## src/rtl/mem_arbiter.sv

```systemverilog
// Fixed-priority (data over fetch) arbiter sharing one registered memory port.
// Optional MEMARB_TIMEOUT_EN: abort a busy access after TIMEOUT_CYCLES without MemAck.
module mem_arbiter #(
  parameter int TIMEOUT_CYCLES = 255
) (
  input  logic        clk,
  input  logic        reset,
  input  logic        IFReq,
  input  logic [31:0] IFAdr,
  output logic        IFReady,
  output logic [31:0] IFInstr,
  input  logic        DReq,
  input  logic        DWrite,
  input  logic [31:0] DAdr,
  input  logic [31:0] DWriteData,
  input  logic [3:0]  DByteEn,
  output logic        DReady,
  output logic [31:0] DReadData,
  output logic        MemReq,
  output logic        MemWrite,
  output logic [31:0] MemAdr,
  output logic [31:0] MemWriteData,
  output logic [3:0]  MemByteEn,
  input  logic [31:0] MemReadData,
  input  logic        MemAck,
  output logic        Busy,
  output logic        TimeoutErr
);

  typedef enum logic [1:0] {IDLE, IF_BUSY, D_BUSY, RESP} state_t;

  state_t      state_q, state_d;
  logic        resp_data_q, resp_data_d;
  logic        mem_req_q, mem_req_d;
  logic        mem_write_q, mem_write_d;
  logic [31:0] mem_adr_q, mem_adr_d;
  logic [31:0] mem_wdata_q, mem_wdata_d;
  logic [3:0]  mem_be_q, mem_be_d;
  logic [31:0] if_instr_q, if_instr_d;
  logic [31:0] d_rdata_q, d_rdata_d;
  logic        in_busy;
  logic        timeout_hit;

  assign in_busy = (state_q == IF_BUSY) || (state_q == D_BUSY);

`ifdef MEMARB_TIMEOUT_EN
  localparam int CW = ($clog2(TIMEOUT_CYCLES + 1) > 8) ? $clog2(TIMEOUT_CYCLES + 1) : 8;
  logic [CW-1:0] cnt_q, cnt_d;
  logic          terr_q, terr_d;

  // Counter restarts whenever the port is not busy, so it is clear on every busy entry.
  always_comb begin
    cnt_d       = '0;
    timeout_hit = 1'b0;
    if (in_busy && !MemAck) begin
      cnt_d       = cnt_q + 1'b1;
      timeout_hit = (cnt_q == CW'(TIMEOUT_CYCLES - 1));
    end else if (in_busy) begin
      cnt_d = cnt_q;
    end
    terr_d = terr_q | timeout_hit;
  end

  always_ff @(posedge clk) begin
    if (reset) begin
      cnt_q  <= '0;
      terr_q <= 1'b0;
    end else begin
      cnt_q  <= cnt_d;
      terr_q <= terr_d;
    end
  end

  assign TimeoutErr = terr_q;
`else
  localparam int unused_timeout_cycles = TIMEOUT_CYCLES;
  assign timeout_hit = 1'b0;
  assign TimeoutErr  = 1'b0;
`endif

  always_ff @(posedge clk) begin
    if (reset) state_q <= IDLE;
    else       state_q <= state_d;
  end

  always_comb begin
    state_d = state_q;
    case (state_q)
      IDLE: begin
        if (DReq)       state_d = D_BUSY;
        else if (IFReq) state_d = IF_BUSY;
      end
      IF_BUSY, D_BUSY: begin
        if (MemAck || timeout_hit) state_d = RESP;
      end
      RESP:    state_d = IDLE;
      default: state_d = IDLE;
    endcase
  end

  always_comb begin
    IFReady = (state_q == RESP) && !resp_data_q;
    DReady  = (state_q == RESP) && resp_data_q;
    Busy    = (state_q != IDLE);
  end

  always_comb begin
    mem_adr_d   = mem_adr_q;
    mem_wdata_d = mem_wdata_q;
    mem_write_d = mem_write_q;
    mem_be_d    = mem_be_q;
    if_instr_d  = if_instr_q;
    d_rdata_d   = d_rdata_q;
    resp_data_d = resp_data_q;
    mem_req_d   = (state_d == IF_BUSY) || (state_d == D_BUSY);
    if (state_q == IDLE) begin
      if (DReq) begin
        mem_adr_d   = DAdr;
        mem_wdata_d = DWriteData;
        mem_write_d = DWrite;
        mem_be_d    = DByteEn;
        resp_data_d = 1'b1;
      end else if (IFReq) begin
        mem_adr_d   = IFAdr;
        mem_write_d = 1'b0;
        mem_be_d    = 4'b0000;
        resp_data_d = 1'b0;
      end
    end
    if (!mem_req_d) begin
      mem_write_d = 1'b0;
      mem_be_d    = 4'b0000;
    end
    // A timeout only fires without MemAck, so it returns zero as the read word.
    if (state_q == IF_BUSY && state_d == RESP)
      if_instr_d = MemAck ? MemReadData : 32'h0;
    if (state_q == D_BUSY && state_d == RESP && !mem_write_q)
      d_rdata_d = MemAck ? MemReadData : 32'h0;
  end

  always_ff @(posedge clk) begin
    if (reset) begin
      resp_data_q <= 1'b0;
      mem_req_q   <= 1'b0;
      mem_write_q <= 1'b0;
      mem_adr_q   <= '0;
      mem_wdata_q <= '0;
      mem_be_q    <= '0;
      if_instr_q  <= '0;
      d_rdata_q   <= '0;
    end else begin
      resp_data_q <= resp_data_d;
      mem_req_q   <= mem_req_d;
      mem_write_q <= mem_write_d;
      mem_adr_q   <= mem_adr_d;
      mem_wdata_q <= mem_wdata_d;
      mem_be_q    <= mem_be_d;
      if_instr_q  <= if_instr_d;
      d_rdata_q   <= d_rdata_d;
    end
  end

  assign MemReq       = mem_req_q;
  assign MemWrite     = mem_write_q;
  assign MemAdr       = mem_adr_q;
  assign MemWriteData = mem_wdata_q;
  assign MemByteEn    = mem_be_q;
  assign IFInstr      = if_instr_q;
  assign DReadData    = d_rdata_q;

endmodule

```

## config.mk

```make
export PLATFORM = sky130hd
export DESIGN_NAME = mem_arbiter
export DESIGN_NICKNAME = d
export VERILOG_FILES = /design/src/rtl/mem_arbiter.sv
export SDC_FILE = /design/constraint.sdc
export NUM_CORES = 1
export LEC_CHECK = 0
export BUFFER_PORTS_ARGS = -buffer_cell sky130_fd_sc_hd__buf_2
export CAP_MARGIN = 20
export CORE_MARGIN = 5
export CORE_UTILIZATION = 49
export CTS_BUF_LIST = sky130_fd_sc_hd__clkbuf_16
export CTS_CLUSTER_DIAMETER = 60
export CTS_CLUSTER_SIZE = 8
export DETAILED_ROUTE_END_ITERATION = 6
export MAX_ROUTING_LAYER = met4
export PLACE_DENSITY_LB_ADDON = 0.1
export SYNTH_ARGS = -nofsm -noshare
export SYNTH_HDL_FRONTEND = slang
export SYNTH_SLANG_ARGS = --single-unit
```

## constraint.sdc

```tcl
create_clock -name clk -period 3.86 [get_ports clk]
set_input_delay 0.579 -clock clk [delete_from_list [all_inputs] [get_ports clk]]
set_output_delay 0.579 -clock clk [all_outputs]
set_load 0.01 [all_outputs]
```

==> results.md <==
- PD cells: 514.8 mW/mm2
- Grt total ovfl: 0
- Detailed-route wire length: 16.18 mm
- Number of distinct library cells after synthesis: 30
- Largest net degree at the start of global routing: 66
- Top post-synthesis cells by area: dfxtp_1, a21oi_1, nand2_1
- Fin nets: 980
- Final setup violation count: 0
- IO Pins: 276
- Gate Count Post-Synth: 587
- Port bufs: 274
- Core Area: 0.01079 mm2
- Global Route met2 Usage: 39.77%
- Worst-path fanout max: 18
- Hold path depth: 2
- Clk_skew: 0.01034 ns
- Status: complete, no violations
- Post_cts resized: 0
- Clk slew on worst S/H paths: 0.06 ns
- DP HPWL: 11.55 mm
- Global Route Usage Sum: 24.27%
- Detailed Routing Iterations Pass 1: 6
- Cell with the most instances after synthesis: dfxtp_1
- Worst path bufs/invs: 2
- Number of synthesized flops with an enable pin: 0
- Drc violations: 0
- Syn Std Cell Area: 0.005378 mm2
- Post-CTS setup buffers: 0
- Die area: 0.01317 mm2
- Synth Flop Type: dfxtp_1
- Initial Util: 49.83%
- Die Ht: 114.8 um
- Vias: 5189
- Max cap viols: 0
- CTS Buf Count: 17
- Post-synth top cells: dfxtp_1, nand2_1, a21oi_1
- R2R Path End: DReadData[19]
- Max Slew Vio Count: 0
- Average size of a mapped cell: 9.161 um2
- CTS tree: done
- Grt met3 use: 6.895%
- CP Cell Sequence: inv_1, ha_1, a211oi_1, nor2_1, ha_1, nand3b_1, buf_4, nand2_1, a21oi_1
- Final ANT Viol Nets: 0
- Syn nets: 731
- Post-place setup slack: 1.129 ns
- Setup TNS: 0 ns
- First-pass GRT wire length: 24.53 mm
- DRT iter0 DRCs: 445
- VDD IR max: 271.7 uV
- CP Data Arrival Time: 2.81 ns
- Worst stage delay on the critical path: 0.43 ns
- Worst r2r path cells: 9
- Standard-cell rows: 38
- Yosys reg bits: 137
- CTS Root Cell: clkbuf_16
- Post-DR wirelength/cell: 16.35 um
- Area delta synth->final: 36.85%
- Share of post-route cells with drive strength above 1: 38.28%
- H-tree levels: 4
- Vias in the first global route: 4901
- Die W: 114.8 um
- Fmax: 0.4031 GHz
- Fill cells: 891
- Met1 GRT Util: 28.42%
- Sequential element share of the synthesized area: 51.00%
- Initial antenna violation count: 1
- Hold path start: DByteEn[3]
- Reg2reg start: state_q[1]
- Kind of cell adding the most delay to the critical path: simple AND/OR/NAND/NOR gates
- Period Utilization, post-route: 64.27%
- Top cell by count, worst path: ha_1
- Vias per cell: 5.241
- Worst path slowest cell: nand3b_1
- Share of synthesized registers carrying an async set or reset: 0%
- Final Wtd Congestion: 0.8987
- WHS Endpoint: MemByteEn[3]
- Worst slew margin: 49.34%
- Synth warn: 0
- Hold Buf Count CTS: 0
- Worst Path Required: 4.19 ns
- Clk Latency, worst-skew pair: 0.41 ns
- Setup CP Type: reg2reg
- CTS max path bufs: 2
- Reg-to-reg slack, setup: 1.38 ns
- Final core utilization: 68.19%
- Leak pwr: 3.421 nW
- Clock sink total: 137
- Min-delay worst type: in2reg
- Layer with the highest usage: met2
- Fin. Hold Viols: 0
- Crit start category: register
- Fin worst setup slack: 1.379 ns
- Pin slew with the least headroom to its limit: 0.7598 ns
- RSZ-0062 raised after global routing: no
- Post-synth top area cell: dfxtp_1
- CP endpoint kind: register
- Crit path time final: 2.481 ns
- Share of Yosys cell area claimed by the top area cell type: 51.00%
metal layers:
layer	wire [um]	part of all wire [%]
met5	0	0
met4	393	2.4
met3	1377	8.5
met2	8127	50
met1	6286	39
layout make-up:
class	count	area, um2	share of cell area, %
diodes	1	2.502	0.03400
repair buffers	284	1509	20.50
clock inverters	15	205.2	2.788
multi-input cells	391	2281	30.99
flip-flops and latches	137	2743	37.27
clock buffers	17	425.4	5.780
inverters	5	18.77	0.2550
well taps	140	175.2	2.380
registers in the layout (all words and copies together), names as in the netlist:
signal	cells
DReadData	32
IFInstr	32
MemAdr	32
MemWriteData	32
MemByteEn	4
state_q	2
MemReq	1
MemWrite	1
resp_data_q	1
report_power, final:
| group | internal [mW] | total, mW | switching (mW) | leakage (nW) |
|---|---|---|---|---|
| Combinational | 0.211 | 0.518 | 0.307 | 2.01 |
| Sequential | 1.50 | 1.55 | 0.0484 | 1.12 |
| Clock | 1.13 | 1.72 | 0.589 | 0.297 |
| Total | 2.84 | 3.79 | 0.945 | 3.42 |
worst max-delay path by stage:
stage / startpoint / to / slack, ns / cells past startpoint
3_5_place_dp: state_q[0] / DReadData[6] / 1.13 / 9
3_3_place_gp: state_q[0] / DReadData[6] / 1.32 / 9
2_1_floorplan: state_q[0] / DReadData[10] / 1.81 / 12
6_report: state_q[1] / DReadData[19] / 1.38 / 9
5_1_grt: state_q[0] / DReadData[19] / 1.12 / 9
4_1_cts: state_q[1] / DReadData[14] / 1.11 / 9
through the flow:
stage                     power [mW]  hold WS, ns  cell area, um2  cells
after floorplan                1.878       0.4694            5378    587
after global placement         2.059       0.4380            6644    954
final                          3.789       0.3804            7360    990
after detailed placement       2.074       0.4437            6644    954
after global routing           3.938       0.3691            7360    990
after CTS                      3.792       0.3761            7274    986
placed cells by master (no fill, tap or decap), types with 6 or more instances in the layout:
| master | n |
|---|---|
| buf_2 | 273 |
| dfxtp_1 | 137 |
| nand2_1 | 132 |
| a21oi_1 | 99 |
| mux2i_1 | 32 |
| nand4_1 | 32 |
| nand3_1 | 32 |
| o2bb2ai_1 | 22 |
| clkbuf_16 | 17 |
| o2bb2ai_2 | 10 |
| buf_4 | 8 |
| ha_1 | 6 |
cell families after synthesis:
family                     synth area share (%)
AOI/OAI and AO/OA                         17.01
buffers and inverters                     6.585
and+or+nand+nor                           17.99
DFF                                       51.00
other                                   0.06973
adders and majority gates                 1.396
muxes                                     5.956
(Power assumes the default switching activity.)
